==> config.mk <==
export PLATFORM = sky130hd
export DESIGN_NAME = vga_fb_window_mapper
export DESIGN_NICKNAME = d
export VERILOG_FILES = /design/src/rtl/vga_fb_window_mapper.sv
export SDC_FILE = /design/constraint.sdc
export NUM_CORES = 1
export LEC_CHECK = 0
export ABC_AREA = 1
export BUFFER_PORTS_ARGS = -buffer_cell sky130_fd_sc_hd__buf_2
export CAP_MARGIN = 15
export CORE_UTILIZATION = 27
export DETAILED_ROUTE_END_ITERATION = 12
export GPL_TIMING_DRIVEN = 0
export PLACE_DENSITY = 0.43
export SLEW_MARGIN = 15
export SYNTH_ARGS = -nofsm -noshare
export SYNTH_HDL_FRONTEND = slang
export SYNTH_SLANG_ARGS = --single-unit
==> constraint.sdc <==
create_clock -name clk -period 6.88 [get_ports clk]
set_input_delay 0.688 -clock clk [delete_from_list [all_inputs] [get_ports clk]]
set_output_delay 0.688 -clock clk [all_outputs]
set_load 0.05 [all_outputs]
==> src/rtl/vga_fb_window_mapper.sv <==
// Maps the VGA raster position onto a camera-framebuffer read address (1:1, centred or 2x),
// substituting a border colour outside the camera window; 3-clock position-to-pixel latency.
module vga_fb_window_mapper #(
  parameter int              CAM_SCREEN_X = 320,
  parameter int              CAM_SCREEN_Y = 240,
  parameter int              VGA_X        = 640,
  parameter int              VGA_Y        = 480,
  parameter int              AW           = 17,
  parameter int              DW           = 8,
  parameter logic [DW-1:0]   BORDER_COLOR = '0
) (
  input  logic          clk,
  input  logic          rst,
  input  logic [1:0]    mode,
  input  logic [9:0]    posX,
  input  logic [8:0]    posY,
  input  logic [DW-1:0] mem_data,
  output logic [AW-1:0] addr_out,
  output logic [DW-1:0] pixel_out,
  output logic          in_window,
  output logic          sync_err
);

  localparam logic [9:0]  X0_CTR = 10'((VGA_X - CAM_SCREEN_X) / 2);
  localparam logic [8:0]  Y0_CTR = 9'((VGA_Y - CAM_SCREEN_Y) / 2);
  localparam logic [10:0] XW_1X  = 11'(CAM_SCREEN_X);
  localparam logic [10:0] XW_2X  = 11'(2 * CAM_SCREEN_X);
  localparam logic [9:0]  YW_1X  = 10'(CAM_SCREEN_Y);
  localparam logic [9:0]  YW_2X  = 10'(2 * CAM_SCREEN_Y);
  localparam logic [AW-1:0] ROW_STEP = AW'(CAM_SCREEN_X);

  logic [1:0]    r_mode_act;
  logic [AW-1:0] r_rb;
  logic [8:0]    r_cy;
  logic          r_win_p1;
  logic          r_win_p2;

  logic          w_frame_start;
  logic [9:0]    w_x0;
  logic [8:0]    w_y0;
  logic          w_s;
  logic [10:0]   w_x_end;
  logic [9:0]    w_y_end;
  logic          w_hit_p0;
  logic [9:0]    w_dx;
  logic [8:0]    w_dy;
  logic [9:0]    w_cx;
  logic [8:0]    w_cy;
  logic [AW-1:0] w_rb_next;
  logic          w_jump;
  logic [AW-1:0] w_addr_p0;

  assign w_frame_start = (posX == 10'd0) && (posY == 9'd0);

  // Mode 3 is reserved and falls through to top-left 1:1.
  always_comb begin
    w_x0 = '0;
    w_y0 = '0;
    w_s  = 1'b0;
    case (r_mode_act)
      2'd1: begin
        w_x0 = X0_CTR;
        w_y0 = Y0_CTR;
      end
      2'd2:    w_s = 1'b1;
      default: ;
    endcase
  end

  assign w_x_end  = {1'b0, w_x0} + (w_s ? XW_2X : XW_1X);
  assign w_y_end  = {1'b0, w_y0} + (w_s ? YW_2X : YW_1X);
  assign w_hit_p0 = (posX >= w_x0) && ({1'b0, posX} < w_x_end) &&
                    (posY >= w_y0) && ({1'b0, posY} < w_y_end);

  assign w_dx = posX - w_x0;
  assign w_dy = posY - w_y0;
  assign w_cx = w_s ? (w_dx >> 1) : w_dx;
  assign w_cy = w_s ? (w_dy >> 1) : w_dy;

  // Row base advances by one camera line instead of multiplying cy by the width.
  always_comb begin
    w_rb_next = r_rb;
    w_jump    = 1'b0;
    if (w_hit_p0) begin
      if (w_cy == 9'd0)
        w_rb_next = '0;
      else if (w_cy == r_cy + 9'd1)
        w_rb_next = r_rb + ROW_STEP;
      else if (w_cy != r_cy)
        w_jump = 1'b1;
    end
  end

  assign w_addr_p0 = w_rb_next + AW'(w_cx);

  always_ff @(posedge clk) begin
    if (rst) begin
      r_mode_act <= 2'd0;
      r_rb       <= '0;
      r_cy       <= '0;
      addr_out   <= '0;
      r_win_p1   <= 1'b0;
      r_win_p2   <= 1'b0;
      pixel_out  <= BORDER_COLOR;
      in_window  <= 1'b0;
      sync_err   <= 1'b0;
    end else begin
      if (w_frame_start)
        r_mode_act <= mode;
      if (w_hit_p0) begin
        r_rb <= w_rb_next;
        r_cy <= w_cy;
      end
      if (w_frame_start)
        sync_err <= 1'b0;
      else if (w_jump)
        sync_err <= 1'b1;
      // p0 -> p1: address to the RAM, window flag starts its delay line
      addr_out <= w_hit_p0 ? w_addr_p0 : '0;
      r_win_p1 <= w_hit_p0;
      // p1 -> p2: RAM performs its registered read
      r_win_p2 <= r_win_p1;
      // p2 -> p3: pixel select aligned with the RAM data
      pixel_out <= r_win_p2 ? mem_data : BORDER_COLOR;
      in_window <= r_win_p2;
    end
  end

endmodule

== Word level (Yosys, flattened, before mapping) ==
Index checks and enable logic that the tools add are counted.

* Equality and inequality tests: 4
* Add/subtract/negate cells: 7
* Order comparisons: 4
* Bitwise logic cells: 2
* Muxes and demuxes: 14
* Reductions and logical operators: 10

{| class="wikitable"
|+ Operators with widths
! operator !! number
|-
| $mux W17 || 3
|-
| $mux W10 || 2
|-
| $logic_not A9 Y1 || 2
|-
| $mux W9 || 2
|-
| $add A17 B10 Y17 || 1
|-
| $add A17 B9 Y17 const B || 1
|-
| $add A10 B10 Y11 || 1
|-
| $lt A10 B11 Y1 || 1
|-
| $add A9 B9 Y10 || 1
|-
| $ge A10 B10 Y1 || 1
|-
| $logic_not A10 Y1 || 1
|-
| $lt A9 B10 Y1 || 1
|-
| $sub A10 B10 Y10 || 1
|-
| $add A9 B1 Y9 const B || 1
|-
| $eq A9 B9 Y1 || 1
|-
| $ge A9 B9 Y1 || 1
|-
| $ne A9 B9 Y1 || 1
|-
| $sub A9 B9 Y9 || 1
|-
| $mux W8 || 1
|-
| $mux W7 || 1
|-
| $reduce_or A2 Y1 || 3
|-
| $mux W1 || 5
|-
| $logic_and A1 B1 Y1 || 4
|-
| $eq A2 B1 Y1 const B || 1
|-
| other kinds (2) || 3
|}

* Flip-flop bits (word level): 57
* Logic and storage cells: 50

== Longest topological paths before layout ==
* Depth after elaboration: 10
* Mapped depth: 35

== Worst setup path before layout ==
Ideal clock, no wire load.

* Kind: input to register
* Start: input port posY[3]
* End: register addr_out[16]
* Library setup time: 0.070 ns
* Arrival: 4.637 ns
* Data required time: 6.810 ns
* Stages: 32
* Setup slack: 2.173 ns
* Cell sequence: inv_1 > ha_1 > inv_1 > fa_1 > xnor2_1 > or2_1 > nand2_2 > inv_1 > nand2_1 > nor2_1 > nand3_2 > nor2_4 > buf_1 > nor2_1 > ha_1 > fa_1 > nand3_1 > nand3_1 > nand2_1 > inv_1 > o21a_1 > nor2_1 > o21ai_0 > a21oi_1 > inv_1 > nand2_1 > nand2_1 > nand2_2 > nor2_2 > nand3_1 > nand2_1 > a21oi_1

* Word-level cells in the longest chain between the ends: 7
* Elaborated cells between the ends (all ways): 14
* Classes of those cells: 2 x add/sub; 2 x order compare; 1 x eq/ne; 4 x mux; 1 x bitwise; 4 x reduce/logical

{| class="wikitable"
|+ Ends and longest elaborated chain
! item !! line !! source
|-
| from (decl) || 16 || <nowiki>input logic [8:0] posY,</nowiki>
|-
| $sub A9 B9 Y9 || 76 || <nowiki>assign w_dy = posY - w_y0;</nowiki>
|-
| $mux W9 || 78 || <nowiki>assign w_cy = w_s ? (w_dy >> 1) : w_dy;</nowiki>
|-
| $eq A9 B9 Y1 || 87 || <nowiki>else if (w_cy == r_cy + 9'd1)</nowiki>
|-
| $mux W17 || 87 ||
|-
| $mux W17 || 85 || <nowiki>if (w_cy == 9'd0)</nowiki>
|-
| $mux W17 * || 84 || <nowiki>if (w_hit_p0) begin</nowiki>
|-
| net w_rb_next[0] || 49 || <nowiki>logic [AW-1:0] w_rb_next;</nowiki>
|-
| $add A17 B10 Y17 * || 94 || <nowiki>assign w_addr_p0 = w_rb_next + AW'(w_cx);</nowiki>
|-
| to (signal assigned) || 119 || <nowiki>addr_out <= w_hit_p0 ? w_addr_p0 : '0;</nowiki>
|-
| to (decl) || 18 || <nowiki>output logic [AW-1:0] addr_out,</nowiki>
|}

Mark *: on every way through the listed nets, which the timed path passes. The rest lies on a longest branch.
A chain may end at the register's enable or synchronous reset.

== Worst setup path in the final report ==
* Start: register r_mode_act[1]
* End: register addr_out[16]

* Word-level cells in the longest chain between the ends: 10
* Elaborated cells between the ends (all ways): 28
* Classes of those cells: 5 x add/sub; 4 x order compare; 3 x eq/ne; 10 x mux; 1 x bitwise; 5 x reduce/logical

{| class="wikitable"
|+ Ends and longest elaborated chain
! item !! line !! source
|-
| from (decl) || 32 || <nowiki>logic [1:0] r_mode_act;</nowiki>
|-
| from (signal assigned) || 109 || <nowiki>r_mode_act <= mode;</nowiki>
|-
| $eq A2 B2 Y1 || 60 || <nowiki>case (r_mode_act)</nowiki>
|-
| $mux W1 || 60 ||
|-
| $mux W10 || 70 || <nowiki>assign w_x_end = {1'b0, w_x0} + (w_s ? XW_2X : XW_1X);</nowiki>
|-
| $add A10 B10 Y11 || 70 ||
|-
| $lt A10 B11 Y1 || 72 || <nowiki>assign w_hit_p0 = (posX >= w_x0) && ({1'b0, posX} < w_x_end) &&</nowiki>
|-
| $logic_and A1 B1 Y1 (2 in series) || 72 ||
|-
| $logic_and A1 B1 Y1 || 73 || <nowiki>(posY >= w_y0) && ({1'b0, posY} < w_y_end);</nowiki>
|-
| $mux W17 * || 84 ||
|-
| net w_rb_next[0] || 49 ||
|-
| $add A17 B10 Y17 * || 94 ||
|}

Marked as above.

==> results.py <==
metrics = {
    "timing": {
        "slew_headroom_pct": 63.71,
        "worst_hold_slack_ns": 0.4105,
        "fin_crit_ns": 5.401,
        "finalHoldViolCount": 0,
        "rsz0062_at_grt": "false",
        "fin_worst_skew_ns": 0.009428,
        "finalSetupViolations": 0,
        "max_freq_mhz": 185.2,
        "slew_violations": 0,
        "fin_crit_sh_pct": 78.50,
        "setup_tns_ns": 0,
        "layout_setup_ws_ns": 1.479,
        "worst_pin_slew_ns": 0.5423,
    },
    "route": {
        "dr_total_vias": 3981,
        "wire_per_inst_um": 11.87,
        "drcViolationCount": 0,
        "viasPerCell": 4.571,
        "drtIter0Drc": 139,
        "drtAntennaViolNets": 0,
        "drt_pass1_iterations": 4,
        "wl_mm": 10.34,
    },
    "clock_network": {
        "cts_tree": "yes",
        "hold_buffers": 0,
        "clkLatencyLatePin_ns": 0.32,
        "post_cts_buffers": 0,
        "cts_buffer_depth": 2,
        "cts_inserted_buffers": 9,
        "cts_resized": 0,
        "clock_sinks": 57,
        "cts_root_buf": "clkbuf_16",
        "h-tree-depth": 3,
        "clk_pin_slew_ns": 0.05,
    },
    "cells_and_area": {
        "mostFrequentLayoutCell": "nand2_1",
        "nFillCells": 1667,
        "multi_input_area_um2": 2449,
        "stdcell_count": 871,
        "final_cell_mix": "126 x nand2_1, 90 x inv_1, 69 x nor2_1",
        "drive_above_1_share_pct": 16.01,
        "fin_nets": 746,
        "finalCoreUtilization_pct": 33.11,
        "area_delta_synth_final_pct": 19.63,
        "seq_area_um2": 1141,
        "fin_area_um2": 4812,
        "n_antenna_cell": 0,
    },
    "logic_synthesis": {
        "ys_types": 38,
        "synthSimpleGateAreaFrac_pct": 35.52,
        "syn-num-nets": 678,
        "synth_fa_ha_area_share_pct": 10.64,
        "ys_warn_count": 0,
        "synth_compound_area_share_pct": 10.70,
        "netlist_area_um2": 4023,
        "synthMuxAreaShare_pct": 0,
        "seq_area_frac_synth_pct": 28.37,
        "ys_ff_latch": 57,
        "synth_top_family_by_area": "simple AND/OR/NAND/NOR gates",
        "synthCells": 614,
        "synth_xor_area_share_pct": 3.919,
        "syn_area_per_cell_um2": 6.551,
    },
    "status": {
        "status": "finished clean",
    },
    "min_path": {
        "holdPathStages": 2,
        "holdCritStartpoint": "r_win_p1",
        "whs_endpoint": "r_win_p2",
        "hp-class": "reg -> reg",
    },
    "critical_path": {
        "reg2reg_to": "addr_out[16]",
        "required_ns": 7.13,
        "critPathKind": "reg -> reg",
        "max_stage_delay_ns": 0.42,
        "critPathSlowestCell": "fa_1",
        "crit_fanout": 10,
        "r2r_setup_slack_ns": 1.48,
        "critPathTopFamily": "simple AND/OR/NAND/NOR gates",
        "rr_worst_depth": 33,
        "arrival_ns": 5.65,
        "regToRegStartpoint": "r_mode_act[1]",
        "critPathBufInv": 6,
        "cp-start-kind": "flop",
        "critPathCaptureType": "flop",
    },
    "run": {
        "drv_cap": 0,
    },
    "power": {
        "power_density_nw_per_um2": 181.5,
        "ir_drop_v": 0.0001117,
        "total_power_uw": 873.4,
        "p_leak_nw": 2.346,
    },
    "placed_design": {
        "post-place-cells": 855,
        "port_buffers": 57,
        "placed_cell_area_um2": 4538,
        "hpwl_mm": 8.382,
        "routabilityCongestion": 0.8461,
        "place_ws_ns": 1.390,
    },
    "grt": {
        "grt_overflow_total": 0,
        "grt_pass1_wl_mm": 17.42,
        "antenna_found_initial": 0,
        "grt_pass1_vias": 3688,
        "track_usage_pct": 14.52,
        "grt_max_degree": 11,
    },
    "die": {
        "rows": 44,
        "dieWidth_um": 124.1,
        "ios": 58,
        "core_area_um2": 14530,
        "initial_core_util_pct": 27.68,
        "die_h_um": 124.1,
        "dieArea_um2": 15390,
    },
}
## where the power goes
part           total, mW  leakage (nW)  internal (mW)  switching [mW]
clock network      0.407         0.135          0.252           0.155
logic              0.124          1.75         0.0414          0.0826
registers          0.342         0.461          0.338         0.00464
total              0.873          2.35          0.631           0.243
## worst min-delay path, delay by kind of cell, from the launching register on
family / cells / cell delay [ns]
buffers and inverters: 1 / 0.04
DFF: 1 / 0.29
and+or+nand+nor: 1 / 0.03
## final cells by class
| cell class | count | share of cell area, % |
|---|---|---|
| repair buffers | 57 | 5.928 |
| well taps | 184 | 4.784 |
| inverters | 98 | 7.644 |
| multi-input cells | 445 | 50.88 |
| plain buffers | 14 | 1.352 |
| flip-flops and latches | 57 | 23.71 |
| clock buffers | 11 | 5.044 |
| clock inverters | 5 | 0.6500 |
## synth_stat cells (all sizes together)
library cell  instances  area, um^2
nand3b                4       30.03
nand3                68       355.3
nor4                  5       31.28
xnor2                 3       26.28
nor2                 79       336.6
a21o                  2       15.01
inv                  98       367.9
fa                    2       40.04
o211ai                1       7.510
a211oi                3       22.52
conb                  1       3.750
clkbuf                8       31.28
o21bai                3       22.52
a31oi                 2       12.51
a41oi                 1       8.760
xor2                 15       131.4
nand2               133       516.7
dfxtp                57        1141
o21a                  3       22.52
nor3                 13       65.06
buf                   6       33.78
o21ai                30       161.4
a21oi                30       150.1
ha                   31       387.9
a22oi                 1       7.510
or2                   4       25.02
nand4                11       68.82
## layer usage
| metal | track usage (%) | up-vias | part of all wire, % |
|---|---|---|---|
| li1 | - | 2113 | - |
| met1 | 18.86 | 1797 | 49 |
| met2 | 24.10 | 63 | 47 |
| met3 | 3.159 | 8 | 3.7 |
| met4 | 3.795 | 0 | 1.0 |
| met5 | 0 | - | 0 |
## state kept, by name (all words and copies together), names as in the netlist
signal	flops
r_win_p1	1
sync_err	1
r_cy	9
r_mode_act	2
r_win_p2	1
addr_out	17
r_rb	17
pixel_out	8
in_window	1
## worst max-delay path by stage
stage / from / to / slack (ns) / cells after the start
after floorplan: posY[3] / addr_out[16] / 2.17 / 32
after global placement: posY[3] / addr_out[16] / 1.37 / 33
after detailed placement: posY[3] / addr_out[16] / 1.39 / 33
after CTS: r_mode_act[1] / addr_out[16] / 1.49 / 33
after global routing: r_mode_act[1] / addr_out[16] / 0.82 / 34
final: r_mode_act[1] / addr_out[16] / 1.48 / 33
## kinds of logic (layout without fill, tap and decap cells)
group,after synthesis,count (layout)
AOI/OAI and AO/OA,76,76
xor gates and xnor gates,18,18
adders and majority gates,33,33
buffers and inverters,112,185
DFF,57,57
other,1,1
and+or+nand+nor,317,317
(Power assumes the default switching activity.)
